[src/rtl/fpnew_lane_sequencer.sv]
// fpnew_lane_sequencer: takes one Width-bit SIMD operation, issues its
// FpWidth-bit lanes in beats over NumUnits shared lane units, and reassembles
// the returned beats into a single result.
//
// Handshake semantics (all ports): a transfer happens on a rising clk_i edge
// where valid and ready are both high. Valid never depends combinationally
// on ready. Once asserted, valid stays high with stable payload until the
// transfer or a flush. The unit issue/return handshakes are shared by every
// unit: unit_in_ready_i is the AND of all unit readies, and unit_out_valid_i
// marks a full beat returning in issue order.
module fpnew_lane_sequencer #(
  parameter int unsigned Width                  = 64,
  parameter int unsigned FpWidth                = 16,
  parameter int unsigned NumOperands            = 3,
  parameter int unsigned NumUnits               = 2,
  parameter type         TagType                = logic,
  parameter bit          CompressedVecCmpResult = 1'b0,
  localparam int unsigned NUM_LANES = Width / FpWidth,
  localparam int unsigned NUM_BEATS = (NUM_LANES + NumUnits - 1) / NumUnits
) (
  input  logic                                            clk_i,
  input  logic                                            rst_ni,
  input  logic [NumOperands-1:0][Width-1:0]               operands_i,
  input  logic                                            vectorial_op_i,
  input  logic                                            cmp_op_i,
  input  logic [NUM_LANES-1:0]                            simd_mask_i,
  input  TagType                                          tag_i,
  input  logic                                            in_valid_i,
  output logic                                            in_ready_o,
  input  logic                                            flush_i,
  output logic [Width-1:0]                                result_o,
  output logic [4:0]                                      status_o,
  output logic                                            extension_bit_o,
  output TagType                                          tag_o,
  output logic                                            out_valid_o,
  input  logic                                            out_ready_i,
  output logic                                            busy_o,
  output logic [NumUnits-1:0][NumOperands-1:0][FpWidth-1:0] unit_operands_o,
  output logic [NumUnits-1:0]                             unit_lane_en_o,
  output logic [NumUnits-1:0]                             unit_mask_o,
  output logic                                            unit_in_valid_o,
  input  logic                                            unit_in_ready_i,
  input  logic [NumUnits-1:0][FpWidth-1:0]                unit_result_i,
  input  logic [NumUnits-1:0][4:0]                        unit_status_i,
  input  logic                                            unit_ext_bit_i,
  input  logic                                            unit_out_valid_i,
  output logic                                            unit_out_ready_o,
  output logic                                            unit_flush_o
);

  localparam int unsigned CNT_W  = $clog2(NUM_BEATS + 1);
  localparam int unsigned LIDX_W = (NUM_LANES > 1) ? $clog2(NUM_LANES) : 1;

  typedef enum logic [1:0] {
    IDLE = 2'd0,
    RUN  = 2'd1,
    OUT  = 2'd2
  } state_e;

  typedef logic [NUM_LANES-1:0][FpWidth-1:0] lanes_t;

  state_e                    state_q;
  lanes_t [NumOperands-1:0]  ops_q;
  lanes_t                    buf_q, buf_d;
  logic [NUM_LANES-1:0]      mask_q;
  TagType                    tag_q;
  logic                      vec_q, cmp_q, ext_q;
  logic [4:0]                status_q, status_d;
  logic [CNT_W-1:0]          beats_q, issue_cnt_q, ret_cnt_q;

  logic                      issue_active, issue_hs, ret_active, ret_hs;
  logic [31:0]               lane_i, lane_r;
  logic [LIDX_W-1:0]         idx_i, idx_r;

  // A lane is computed when it exists and the op is vectorial, or it is lane 0.
  function automatic logic lane_en(input logic [31:0] lane, input logic vec);
    return (lane < NUM_LANES) && (vec || (lane == 32'd0));
  endfunction

  assign in_ready_o       = (state_q == IDLE);
  assign busy_o           = (state_q != IDLE);
  assign out_valid_o      = (state_q == OUT);
  assign unit_flush_o     = flush_i;

  assign issue_active     = (state_q == RUN) && (issue_cnt_q < beats_q);
  assign issue_hs         = issue_active && unit_in_ready_i;
  assign unit_in_valid_o  = issue_active;

  // In IDLE, stale returns from a flushed operation are drained and dropped.
  assign ret_active       = (state_q == RUN) && (ret_cnt_q < beats_q);
  assign ret_hs           = ret_active && unit_out_valid_i;
  assign unit_out_ready_o = (state_q == IDLE) || ret_active;

  assign status_o         = status_q;
  assign extension_bit_o  = ext_q;
  assign tag_o            = tag_q;

  // Map the lanes of the current issue beat onto the physical units.
  always_comb begin
    unit_operands_o = '0;
    unit_lane_en_o  = '0;
    unit_mask_o     = '0;
    lane_i          = '0;
    idx_i           = '0;
    for (int unsigned u = 0; u < NumUnits; u++) begin
      lane_i = 32'(issue_cnt_q) * NumUnits + u;
      idx_i  = lane_i[LIDX_W-1:0];
      if (issue_active && lane_en(lane_i, vec_q)) begin
        unit_lane_en_o[u] = 1'b1;
        unit_mask_o[u]    = mask_q[idx_i];
        for (int unsigned o = 0; o < NumOperands; o++) begin
          unit_operands_o[u][o] = ops_q[o][idx_i];
        end
      end
    end
  end

  // Merge a returning beat into the lane buffer and the status accumulator.
  always_comb begin
    buf_d    = buf_q;
    status_d = status_q;
    lane_r   = '0;
    idx_r    = '0;
    for (int unsigned u = 0; u < NumUnits; u++) begin
      lane_r = 32'(ret_cnt_q) * NumUnits + u;
      idx_r  = lane_r[LIDX_W-1:0];
      if (lane_en(lane_r, vec_q)) begin
        buf_d[idx_r] = unit_result_i[u];
        status_d     = status_d | (unit_status_i[u] & {5{mask_q[idx_r]}});
      end
    end
  end

  // Assemble the result: uncomputed lanes are boxed with the extension bit,
  // vector compares optionally pack one bit per lane.
  always_comb begin
    result_o = '0;
    if (CompressedVecCmpResult && cmp_q && vec_q) begin
      for (int unsigned l = 0; l < NUM_LANES; l++) begin
        result_o[l] = buf_q[l][0];
      end
    end else begin
      for (int unsigned l = 0; l < NUM_LANES; l++) begin
        result_o[l*FpWidth +: FpWidth] = (vec_q || (l == 0)) ? buf_q[l] : {FpWidth{ext_q}};
      end
    end
  end

  // Sequencer FSM: accept, issue/collect beats, hold the result until taken.
  always_ff @(posedge clk_i) begin
    if (!rst_ni) begin
      state_q     <= IDLE;
      ops_q       <= '0;
      buf_q       <= '0;
      mask_q      <= '0;
      tag_q       <= '0;
      vec_q       <= 1'b0;
      cmp_q       <= 1'b0;
      ext_q       <= 1'b0;
      status_q    <= '0;
      beats_q     <= '0;
      issue_cnt_q <= '0;
      ret_cnt_q   <= '0;
    end else if (flush_i) begin
      state_q     <= IDLE;
      issue_cnt_q <= '0;
      ret_cnt_q   <= '0;
    end else begin
      unique case (state_q)
        IDLE: begin
          if (in_valid_i) begin
            state_q     <= RUN;
            ops_q       <= operands_i;
            mask_q      <= simd_mask_i;
            tag_q       <= tag_i;
            vec_q       <= vectorial_op_i;
            cmp_q       <= cmp_op_i;
            beats_q     <= vectorial_op_i ? CNT_W'(NUM_BEATS) : CNT_W'(1);
            issue_cnt_q <= '0;
            ret_cnt_q   <= '0;
            buf_q       <= '0;
            status_q    <= '0;
            ext_q       <= 1'b0;
          end
        end
        RUN: begin
          if (issue_hs) begin
            issue_cnt_q <= issue_cnt_q + 1'b1;
          end
          if (ret_hs) begin
            buf_q     <= buf_d;
            status_q  <= status_d;
            ret_cnt_q <= ret_cnt_q + 1'b1;
            if (ret_cnt_q == '0) begin
              ext_q <= unit_ext_bit_i;
            end
            if (ret_cnt_q == beats_q - 1'b1) begin
              state_q <= OUT;
            end
          end
        end
        OUT: begin
          if (out_ready_i) begin
            state_q <= IDLE;
          end
        end
        default: state_q <= IDLE;
      endcase
    end
  end

endmodule
[config.mk]
export PLATFORM = sky130hd
export DESIGN_NAME = fpnew_lane_sequencer
export DESIGN_NICKNAME = d
export VERILOG_FILES = /design/src/rtl/fpnew_lane_sequencer.sv
export SDC_FILE = /design/constraint.sdc
export NUM_CORES = 1
export LEC_CHECK = 0
export CORE_MARGIN = 3
export CORE_UTILIZATION = 42
export CTS_CLUSTER_SIZE = 14
export DETAILED_ROUTE_END_ITERATION = 6
export GPL_TIMING_DRIVEN = 0
export PLACE_DENSITY_LB_ADDON = 0.05
export SYNTH_ARGS = -nofsm -noshare
export SYNTH_HDL_FRONTEND = slang
export SYNTH_SLANG_ARGS = --single-unit
[constraint.sdc]
create_clock -name clk_i -period 3.1 [get_ports clk_i]
set_clock_uncertainty 0.05 [all_clocks]
set_input_delay 0.31 -clock clk_i [delete_from_list [all_inputs] [get_ports clk_i]]
set_output_delay 0.31 -clock clk_i [all_outputs]
set_load 0.02 [all_outputs]
==> results of run 1 <==
## stage by stage
step | setup WS [ps] | cells | utilization
after global routing | -6.73 | 2386 | 0.629
after detailed placement | -539 | 2320 | 0.592
after CTS | -52.5 | 2378 | 0.628
after global placement | -502 | 2320 | 0.592
after floorplan | 518 | 1513 | -
final | 105 | 2389 | 0.630
## state kept, by name, indices dropped and copies added (netlist names)
register,count
beats_q,1
buf_q,48
extension_bit_o,1
issue_cnt_q,2
mask_q,4
ops_q,192
result_o,16
ret_cnt_q,2
state_q,2
status_o,5
tag_o,1
vec_q,1
## kinds of logic after synthesis
kind of cell             count (synthesis)  share of synthesized area
AND/OR/NAND/NOR                        682                      0.215
AO/OA/AOI/OAI                          299                      0.193
flip-flops                             275                      0.444
buffers and inverters                  147                     0.0582
multiplexers                           101                     0.0815
adder cells (fa/ha/maj)                  7                    0.00706
XOR/XNOR                                 2                    0.00141
## power by group
group | internal [mW] | switching [mW]
clock | 2.37 | 1.44
sequential | 3.66 | 0.0612
combinational | 0.471 | 0.394
## layer usage
metal  global-route usage  vias to the layer above  share of wire
met5                    0                        -        0.00097
met4               0.0707                        8          0.028
met3               0.0672                       79          0.081
met2                0.430                      343           0.48
met1                0.309                     5406           0.41
li1                     -                     5905              -
## what timing repair did
item                                    4_1_cts  5_1_grt
buffers inserted                              4        4
endpoints found under the setup margin      118      114
pin swaps                                     2        2
gates resized for setup                     258       35
gates cloned                                  0        0
## placed cells by master, fill, tap and decap left out, types with 4 or more instances in the layout
cell type        synthesis  layout
clkbuf_8                 0       6
o2bb2ai_2               10      10
clkbuf_1                59      51
dfxtp_1                275     274
nor2b_1                  4       4
clkdlybuf4s50_1          0     322
dlygate4sd2_1            0      53
clkdlybuf4s15_2          0      14
nor3b_1                  5       5
clkinv_2                 0       7
nor2_2                   1       8
buf_2                   40      58
a22o_1                  18      18
nand2_1                538     537
nand2b_1                 6       6
diode_2                  0       7
ha_1                     7       6
clkbuf_16                0      31
buf_4                   30      51
a21oi_1                 11      11
mux2i_1                101     101
o2bb2ai_1               40      40
clkbuf_2                 0       5
clkbuf_4                 0       8
nor2_1                 111     102
o221ai_1                 5       5
a21boi_0               173     173
bufinv_16                0       5
a21boi_1                26      26
inv_1                   14      13
## worst paths after layout
path	endpoint	cells past startpoint	slack (ps)	from
worst max-delay path	unit_operands_o[11]	9	100	vec_q$_SDFFE_PN0P_
worst min-delay path	issue_cnt_q[1]$_SDFFE_PP0P_	3	190	rst_ni
worst max register to register	buf_q[56]$_SDFFE_PN0P_	10	390	vec_q$_SDFFE_PN0P_
worst min register to register	status_o[3]$_SDFFE_PN0P_	2	390	status_o[3]$_SDFFE_PN0P_
## final cells by class
type                            instances  area, sq um  area share
Clock inverter                         13          193      0.0106
Inverter                               14         56.3     0.00309
Multi-Input combinational cell       1091         6240       0.342
Tap cell                              384          480      0.0264
Clock buffer                           41          873      0.0479
Timing Repair Buffer                  431         4130       0.226
Antenna cell                            7         17.5    0.000962
Sequential cell                       275         5510       0.302
Buffer                                133          723      0.0397
## critical path, delay by kind of cell, from the launching register on
family | cells | cell delay [ps]
AO/OA/AOI/OAI | 2 | 410
adder cells (fa/ha/maj) | 1 | 270
buffers and inverters | 5 | 920
flip-flops | 1 | 370
AND/OR/NAND/NOR | 1 | 130
==> results.json, run 1 <==
{
  "vias": 11700,
  "fin_crit_sh": 0.966,
  "grt_pass1_vias": 11400,
  "overflow": 0,
  "place_area_sq_um": 17100,
  "portBuffers": 423,
  "status": "completed",
  "seq_area_frac_synth": 0.444,
  "ys.flop_type": "dfxtp_1",
  "detail_route.wl_per_cell_um": 17.2,
  "dp_hpwl_um": 31500,
  "max-slew-margin-rel": 0.440,
  "hold_buffers": 0,
  "clockRootBuffer": "clkbuf_16",
  "leakagePower_nw": 6.87,
  "drive_above_1_share": 0.110,
  "vdd_drop_max_mv": 0.366,
  "num_rows": 62,
  "start_kind": "flop",
  "async_reset_ff_frac": 0,
  "gp_congestion": 0.835,
  "synth-edff-count": 0,
  "report.final.slew_viol_count": 0,
  "cts_tree": "done",
  "routed_wirelength_um": 41000,
  "io_pins": 426,
  "avgSynthCellArea_sq_um": 8.20,
  "grt_usage": 0.251,
  "num-nets-final": 2232,
  "period_minus_slack_ps": 3000,
  "synth.net_count": 1769,
  "worst_setup_path_end_kind": "output port",
  "initial_utilization": 0.429,
  "clk_path_buf_depth": 3,
  "whs_ps": 194,
  "setup_viol": 0,
  "grt_max_degree": 15,
  "grt_pass1_wl_um": 62700,
  "synth_cell_types": 47,
  "cp.arrival_ps": 2640,
  "crit_fanout": 10,
  "cts_buffers": 30,
  "finalPower_mw": 8.39,
  "postSynthCellCount": 1513,
  "insertion_delay_ps": 550,
  "drc": 0,
  "antenna_found_initial": 8,
  "die_x_um": 178,
  "core_area_sq_um": 28900,
  "design.die.area_sq_um": 31600,
  "clock_sinks": 275,
  "synthToLayoutAreaGrowth_pct": 46.8,
  "fmax_mhz": 334,
  "finalHoldViolations": 0,
  "synthesis.area_sq_um": 12400,
  "ant_nets": 0,
  "yosys-top-cells-count": "nand2_1 (538), dfxtp_1 (275), a21boi_0 (173)",
  "drt_pre_antenna_iters": 5,
  "via_per_inst": 4.91,
  "synth_area_leader_cell": "dfxtp_1",
  "h-tree-depth": 1,
  "clkSlewWorstSetupHoldPaths_ps": 60,
  "hp-class": "input port to flop",
  "design_area_sq_um": 18200,
  "drv_cap": 0,
  "initialDrtViolationCount": 605,
  "tns_ps": 0,
  "synthTopCellsByArea": "dfxtp_1 (44%), nand2_1 (16%), a21boi_0 (10%)",
  "cpPeakStageDelay_ps": 370,
  "nFillCells": 2563,
  "ys_ff_latch": 275,
  "crit_type": "flop to output port",
  "ys_warn_count": 0,
  "critical_path_required_ps": 2740,
  "netlist.area_leader.share": 0.444,
  "synth.most_common_cell": "nand2_1",
  "p_per_area_nw_per_um2": 461,
  "worst_pin_slew_ps": 840,
  "die_y_um": 178,
  "crit_chain": "buf_8, clkinvlp_4, ha_4, a211oi_4, o211ai_1, buf_4, clkbuf_4, nor2_1, clkdlybuf4s15_2",
  "critical-path-slowest-cell": "dfxtp_4"
}
No activity file was read; power rests on OpenSTA's default activity.
==> inputs of run 2 (changes only) <==
--- a/config.mk
+++ b/config.mk
@@ -7,10 +7,11 @@
 export LEC_CHECK = 0
 export CORE_MARGIN = 3
 export CORE_UTILIZATION = 42
-export CTS_CLUSTER_SIZE = 14
+export CTS_CLUSTER_SIZE = 12
 export DETAILED_ROUTE_END_ITERATION = 6
 export GPL_TIMING_DRIVEN = 0
 export PLACE_DENSITY_LB_ADDON = 0.05
+export REMOVE_ABC_BUFFERS = 1
 export SYNTH_ARGS = -nofsm -noshare
 export SYNTH_HDL_FRONTEND = slang
 export SYNTH_SLANG_ARGS = --single-unit
==> run 2 against run 1 <==
  * Fmax about the same
  * Sequential share of layout area increased by 0.52 points
  * Largest cell class unchanged
  * Design area decreased by 1.6%
  * Cell count decreased by 4.1%
  * Worst setup slack got worse by 1.7 ps
  * Non-clock buffer count decreased by 97
  * Global-route usage decreased by 2.4 points
  * Count of clock-buffer cells in the layout increased by 3
  * Combinational power decreased by 3.9%
  * Sequential power about the same
  * Utilization decreased by 0.99 points
  * Register-to-register slack got worse by 80 ps
==> results.json, run 2 (synthesis gave the netlist of run 1 again) <==
{
  "status": "completed",
  "mostFrequentLayoutCells": "nand2_1 (536), clkdlybuf4s50_1 (353), dfxtp_1 (271)",
  "fmax_mhz": 334,
  "p_clk_frac": 0.442,
  "drc": 0,
  "report.final.slew_viol_count": 0,
  "drive_above_1_share": 0.0710,
  "initialDrtViolationCount": 468,
  "portBuffers": 424,
  "initial_utilization": 0.429,
  "via_per_inst": 4.97,
  "routed_wirelength_um": 37600,
  "cp.arrival_ps": 2640,
  "design.die.area_sq_um": 31600,
  "start_kind": "flop",
  "final_common_cell": "nand2_1",
  "num_rows": 62,
  "cts_tree": "done",
  "grt_pass1_wl_um": 58200,
  "r2r_end": "buf_q[50]$_SDFFE_PN0P_",
  "h-tree-depth": 1,
  "place_area_sq_um": 16900,
  "grt_pass1_vias": 11000,
  "vdd_drop_max_mv": 0.379,
  "critical_path_required_ps": 2740,
  "cts_buffers": 31,
  "hold_buffers": 0,
  "whs_path_depth": 3,
  "top_register": "ops_q",
  "design_area_sq_um": 17900,
  "insertion_delay_ps": 540,
  "worst_setup_path_end_kind": "output port",
  "crit_type": "flop to output port",
  "combPwrFrac": 0.102,
  "drt_pre_antenna_iters": 4,
  "sw_frac_of_total": 0.227,
  "core_area_sq_um": 28900,
  "drv_cap": 0,
  "rsz0062_at_grt": "no",
  "overflow": 0,
  "p_per_area_nw_per_um2": 455,
  "clkSlewWorstSetupHoldPaths_ps": 60,
  "crit_fanout": 6,
  "largest_reg_flops": 192,
  "finalPower_mw": 8.15,
  "period_minus_slack_ps": 3000,
  "dp_hpwl_um": 26200,
  "leakagePower_nw": 6.66,
  "tns_ps": 0,
  "pwr-share-seq": 0.456,
  "finalHoldViolations": 0,
  "antenna_found_initial": 4,
  "ant_nets": 0,
  "die_x_um": 178,
  "die_y_um": 178,
  "detail_route.wl_per_cell_um": 16.4,
  "num-nets-final": 2136,
  "hp-class": "input port to flop",
  "worstReg2RegStart": "ret_cnt_q[0]$_SDFFE_PP0P_",
  "clock_sinks": 275,
  "worst-r2r-cell-count": 6,
  "placedCellCount": 2222,
  "fin_crit_sh": 0.967,
  "grt_max_degree": 121,
  "max-slew-margin-rel": 0.0602,
  "synthToLayoutAreaGrowth_pct": 44.5,
  "worst_pin_slew_ps": 1410,
  "min_to": "ops_q[103]$_SDFFE_PN0P_",
  "setup_viol": 0,
  "clk_path_buf_depth": 3,
  "r2r_slack_ps": 310,
  "p_int_mw": 6.30,
  "vias": 11400,
  "worstHoldStart": "operands_i[103]",
  "instances_no_fill": 2290,
  "io_pins": 426,
  "p_switching_mw": 1.85,
  "gp_congestion": 0.835,
  "clockRootBuffer": "clkbuf_16",
  "grt_usage": 0.227
}
[run 2: cell count changes in the layout (fill, tap and decap cells not counted), sizes merged]
cell           delta
buf              -57
bufinv            -3
clkbuf           -56
clkdlybuf4s15    -17
clkdlybuf4s50    +31
clkinv            +1
clkinvlp          -1
diode             -3
dlygate4sd2       +3
dlymetal6s2s      +2
inv               +1
[run 2: worst max path at each step]
| stage | startpoint | endpoint | slack, ps | cells past startpoint |
|---|---|---|---|---|
| CTS | vec_q$_SDFFE_PN0P_ | unit_operands_o[3] | 5 | 8 |
| global placement | in_valid_i | ops_q[137]$_SDFFE_PN0P_ | -23740 | 4 |
| finish | vec_q$_SDFFE_PN0P_ | unit_operands_o[37] | 100 | 7 |
| floorplan | flush_i | ops_q[101]$_SDFFE_PN0P_ | -12600 | 3 |
| detailed placement | state_q[0]$_SDFFE_PP0P_ | unit_operands_o[28] | -820 | 9 |
| global route | vec_q$_SDFFE_PN0P_ | unit_operands_o[37] | 0.03 | 7 |
[run 2: per-layer routing]
metal | up-vias | share of wire | wire, um | global-route usage
met3 | 82 | 0.083 | 3110 | 0.0659
li1 | 5722 | - | - | -
met2 | 323 | 0.47 | 17600 | 0.385
met5 | - | 0.00061 | 23 | 0
met1 | 5244 | 0.41 | 15600 | 0.275
met4 | 4 | 0.034 | 1270 | 0.0776
[run 2: power by group through the flow]
stage / Clock (mW) / Sequential (mW) / Combinational, mW
6_report: 3.61 / 3.72 / 0.831
3_3_place_gp: 0 / 3.80 / 0.918
2_1_floorplan: 0 / 3.79 / 0.376
4_1_cts: 3.71 / 3.72 / 0.840
3_5_place_dp: 0 / 3.80 / 0.826
5_1_grt: 3.83 / 3.73 / 0.915
[run 2: critical path, stage by stage, from the launching register on]
cell             delay (ps)
dfxtp_4                 370
inv_4                    50
ha_4                    250
a211oi_4                240
o211ai_1                180
buf_4                   210
nor2_1                  120
clkdlybuf4s50_1         670
[run 2: area by class of cell]
| class | instances | area, sq um |
|---|---|---|
| fill | 2570 | 11000 |
| multi-input combinational | 1091 | 6240 |
| sequential | 275 | 5520 |
| timing repair buffer | 467 | 4610 |
| clock buffer | 44 | 905 |
| tap | 384 | 480 |
| clock inverter | 11 | 111 |
| inverter | 14 | 55.1 |
| antenna | 4 | 10.0 |
[run 2: timing repair]
action,CTS,global route
setup buffers,9,0
endpoints found under the hold margin,0,0
endpoints found under the setup margin,101,10
resized for setup,106,11
pin swaps,2,1
[run 2: metrics by stage]
step / setup WS (ps) / util / hold slack [ps]
after floorplan: -12600 / - / 348
after global placement: -23740 / 0.569 / 385
after detailed placement: -817 / 0.584 / 392
after CTS: 5.26 / 0.619 / 233
after global routing: 0.0293 / 0.619 / 261
final: 103 / 0.620 / 260
==> inputs of run 3 (changes only) <==
--- a/config.mk
+++ b/config.mk
@@ -15,3 +15,4 @@
 export SYNTH_ARGS = -nofsm -noshare
 export SYNTH_HDL_FRONTEND = slang
 export SYNTH_SLANG_ARGS = --single-unit
+export TNS_END_PERCENT = 5
==> run 3 against run 2 <==
  * Register-to-register slack improved by 20 ps
  * Die area did not move
  * Combinational power barely moved
  * Design area barely moved
  * Critical path depth did not move
==> results.json, run 3 (synthesis gave the netlist of run 1 again) <==
{
  "crit_fanout": 6,
  "design_area_sq_um": 17900,
  "cts_buffers": 31,
  "ant_nets": 0,
  "cp.arrival_ps": 2630,
  "grt_pass1_vias": 11000,
  "drive_above_1_share": 0.0705,
  "report.final.slew_viol_count": 0,
  "p_per_area_nw_per_um2": 455,
  "status": "completed",
  "grt_pass1_wl_um": 58200,
  "insertion_delay_ps": 540,
  "clk_path_buf_depth": 3,
  "initial_utilization": 0.429,
  "nFillCells": 2569,
  "routed_wirelength_um": 37600,
  "antenna_found_initial": 4,
  "detail_route.wl_per_cell_um": 16.4,
  "final_common_cell": "nand2_1",
  "worst_pin_slew_ps": 1420,
  "post-place-ws_ps": -817,
  "grt_usage": 0.227,
  "h-tree-depth": 1,
  "top_layer_used": "met5",
  "placedCellCount": 2222,
  "mostFrequentLayoutCells": "nand2_1 (536), clkdlybuf4s50_1 (358), dfxtp_1 (271)",
  "seqCellArea_sq_um": 5520,
  "design.die.area_sq_um": 31600,
  "num-nets-final": 2135,
  "worst_setup_path_end_kind": "output port",
  "crit_type": "flop to output port",
  "dp_hpwl_um": 26200,
  "instances_no_fill": 2289,
  "cts_tree": "done",
  "grt_max_degree": 121,
  "fmax_mhz": 334,
  "hp-class": "input port to flop",
  "leakagePower_nw": 6.59,
  "wl_met1_um": 15400,
  "top_register": "ops_q",
  "initialDrtViolationCount": 416,
  "wl_met2_um": 17700,
  "max-slew-margin-rel": 0.0564,
  "num_rows": 62,
  "portBuffers": 424,
  "largest_reg_flops": 192,
  "die_x_um": 178,
  "vdd_drop_max_mv": 0.380,
  "io_pins": 426,
  "met3_length_um": 3170,
  "finalHoldViolations": 0,
  "clockRootBuffer": "clkbuf_16",
  "via_per_inst": 4.96,
  "critical_path_required_ps": 2740,
  "clock_sinks": 275,
  "place_area_sq_um": 16900,
  "die_y_um": 178,
  "multiInputGateArea_sq_um": 6240,
  "drc": 0,
  "start_kind": "flop",
  "r2r_slack_ps": 330,
  "fin_crit_sh": 0.966,
  "drt_pre_antenna_iters": 5,
  "fin_ws_ps": 106,
  "gp_congestion": 0.835,
  "drv_cap": 0,
  "overflow": 0,
  "core_area_sq_um": 28900,
  "setup_viol": 0,
  "period_minus_slack_ps": 2990,
  "clkSlewWorstSetupHoldPaths_ps": 60,
  "synthToLayoutAreaGrowth_pct": 44.4,
  "vias": 11400,
  "rsz0062_at_grt": "yes"
}
## run 3: layout make-up
cell class,instances,area share
Multi-Input combinational cell,1091,0.348
Sequential cell,275,0.308
Timing Repair Buffer,466,0.257
Clock buffer,44,0.0505
Tap cell,384,0.0268
Clock inverter,11,0.00622
Inverter,14,0.00307
Antenna cell,4,0.000559
## run 3: critical path, cell delays in order (launching register included)
cell and delay, ps:
dfxtp_4 370, inv_4 50, ha_4 250, a211oi_4 240
o211ai_1 180, buf_4 210, nor2_1 110, clkdlybuf4s50_1 680
## run 3: worst paths after layout
check                           cells past startpoint                       end                      start
worst max-delay path                                7       unit_operands_o[37]         vec_q$_SDFFE_PN0P_
worst max register to register                      6    buf_q[26]$_SDFFE_PN0P_  ret_cnt_q[0]$_SDFFE_PP0P_
worst min register to register                      2  status_o[2]$_SDFFE_PN0P_   status_o[2]$_SDFFE_PN0P_
worst min-delay path                                3   ops_q[103]$_SDFFE_PN0P_            operands_i[103]
## run 3: power by group
part           internal [mW]  switching, mW  total [mW]  leakage, nW
sequential              3.66         0.0611        3.72         2.24
clock                   2.18           1.43        3.61        0.505
combinational          0.471          0.359       0.830         3.85
total                   6.30           1.85        8.15         6.59
## run 3: repair_timing
item                                    in CTS  in global routing
gates resized for setup                    104                  8
endpoints found under the setup margin     101                 17
hold buffers                                 0                  0
buffers inserted                             8                  0
pin swaps                                    2                  0
## run 3: routing by layer
| layer | vias to the layer above | global-route usage |
|---|---|---|
| met1 | 5246 | 0.275 |
| met3 | 80 | 0.0659 |
| li1 | 5718 | - |
| met2 | 314 | 0.385 |
| met5 | - | 0 |
| met4 | 4 | 0.0776 |
## run 3: through the flow
stage	util	total power, mW	TNS [ps]	hold slack, ps
2_1_floorplan	-	4.16	-2790720	348
3_3_place_gp	0.569	4.72	-5690370	385
3_5_place_dp	0.584	4.62	-39430	392
4_1_cts	0.618	8.26	0	233
5_1_grt	0.619	8.48	-2.47	261
6_report	0.619	8.15	0	261
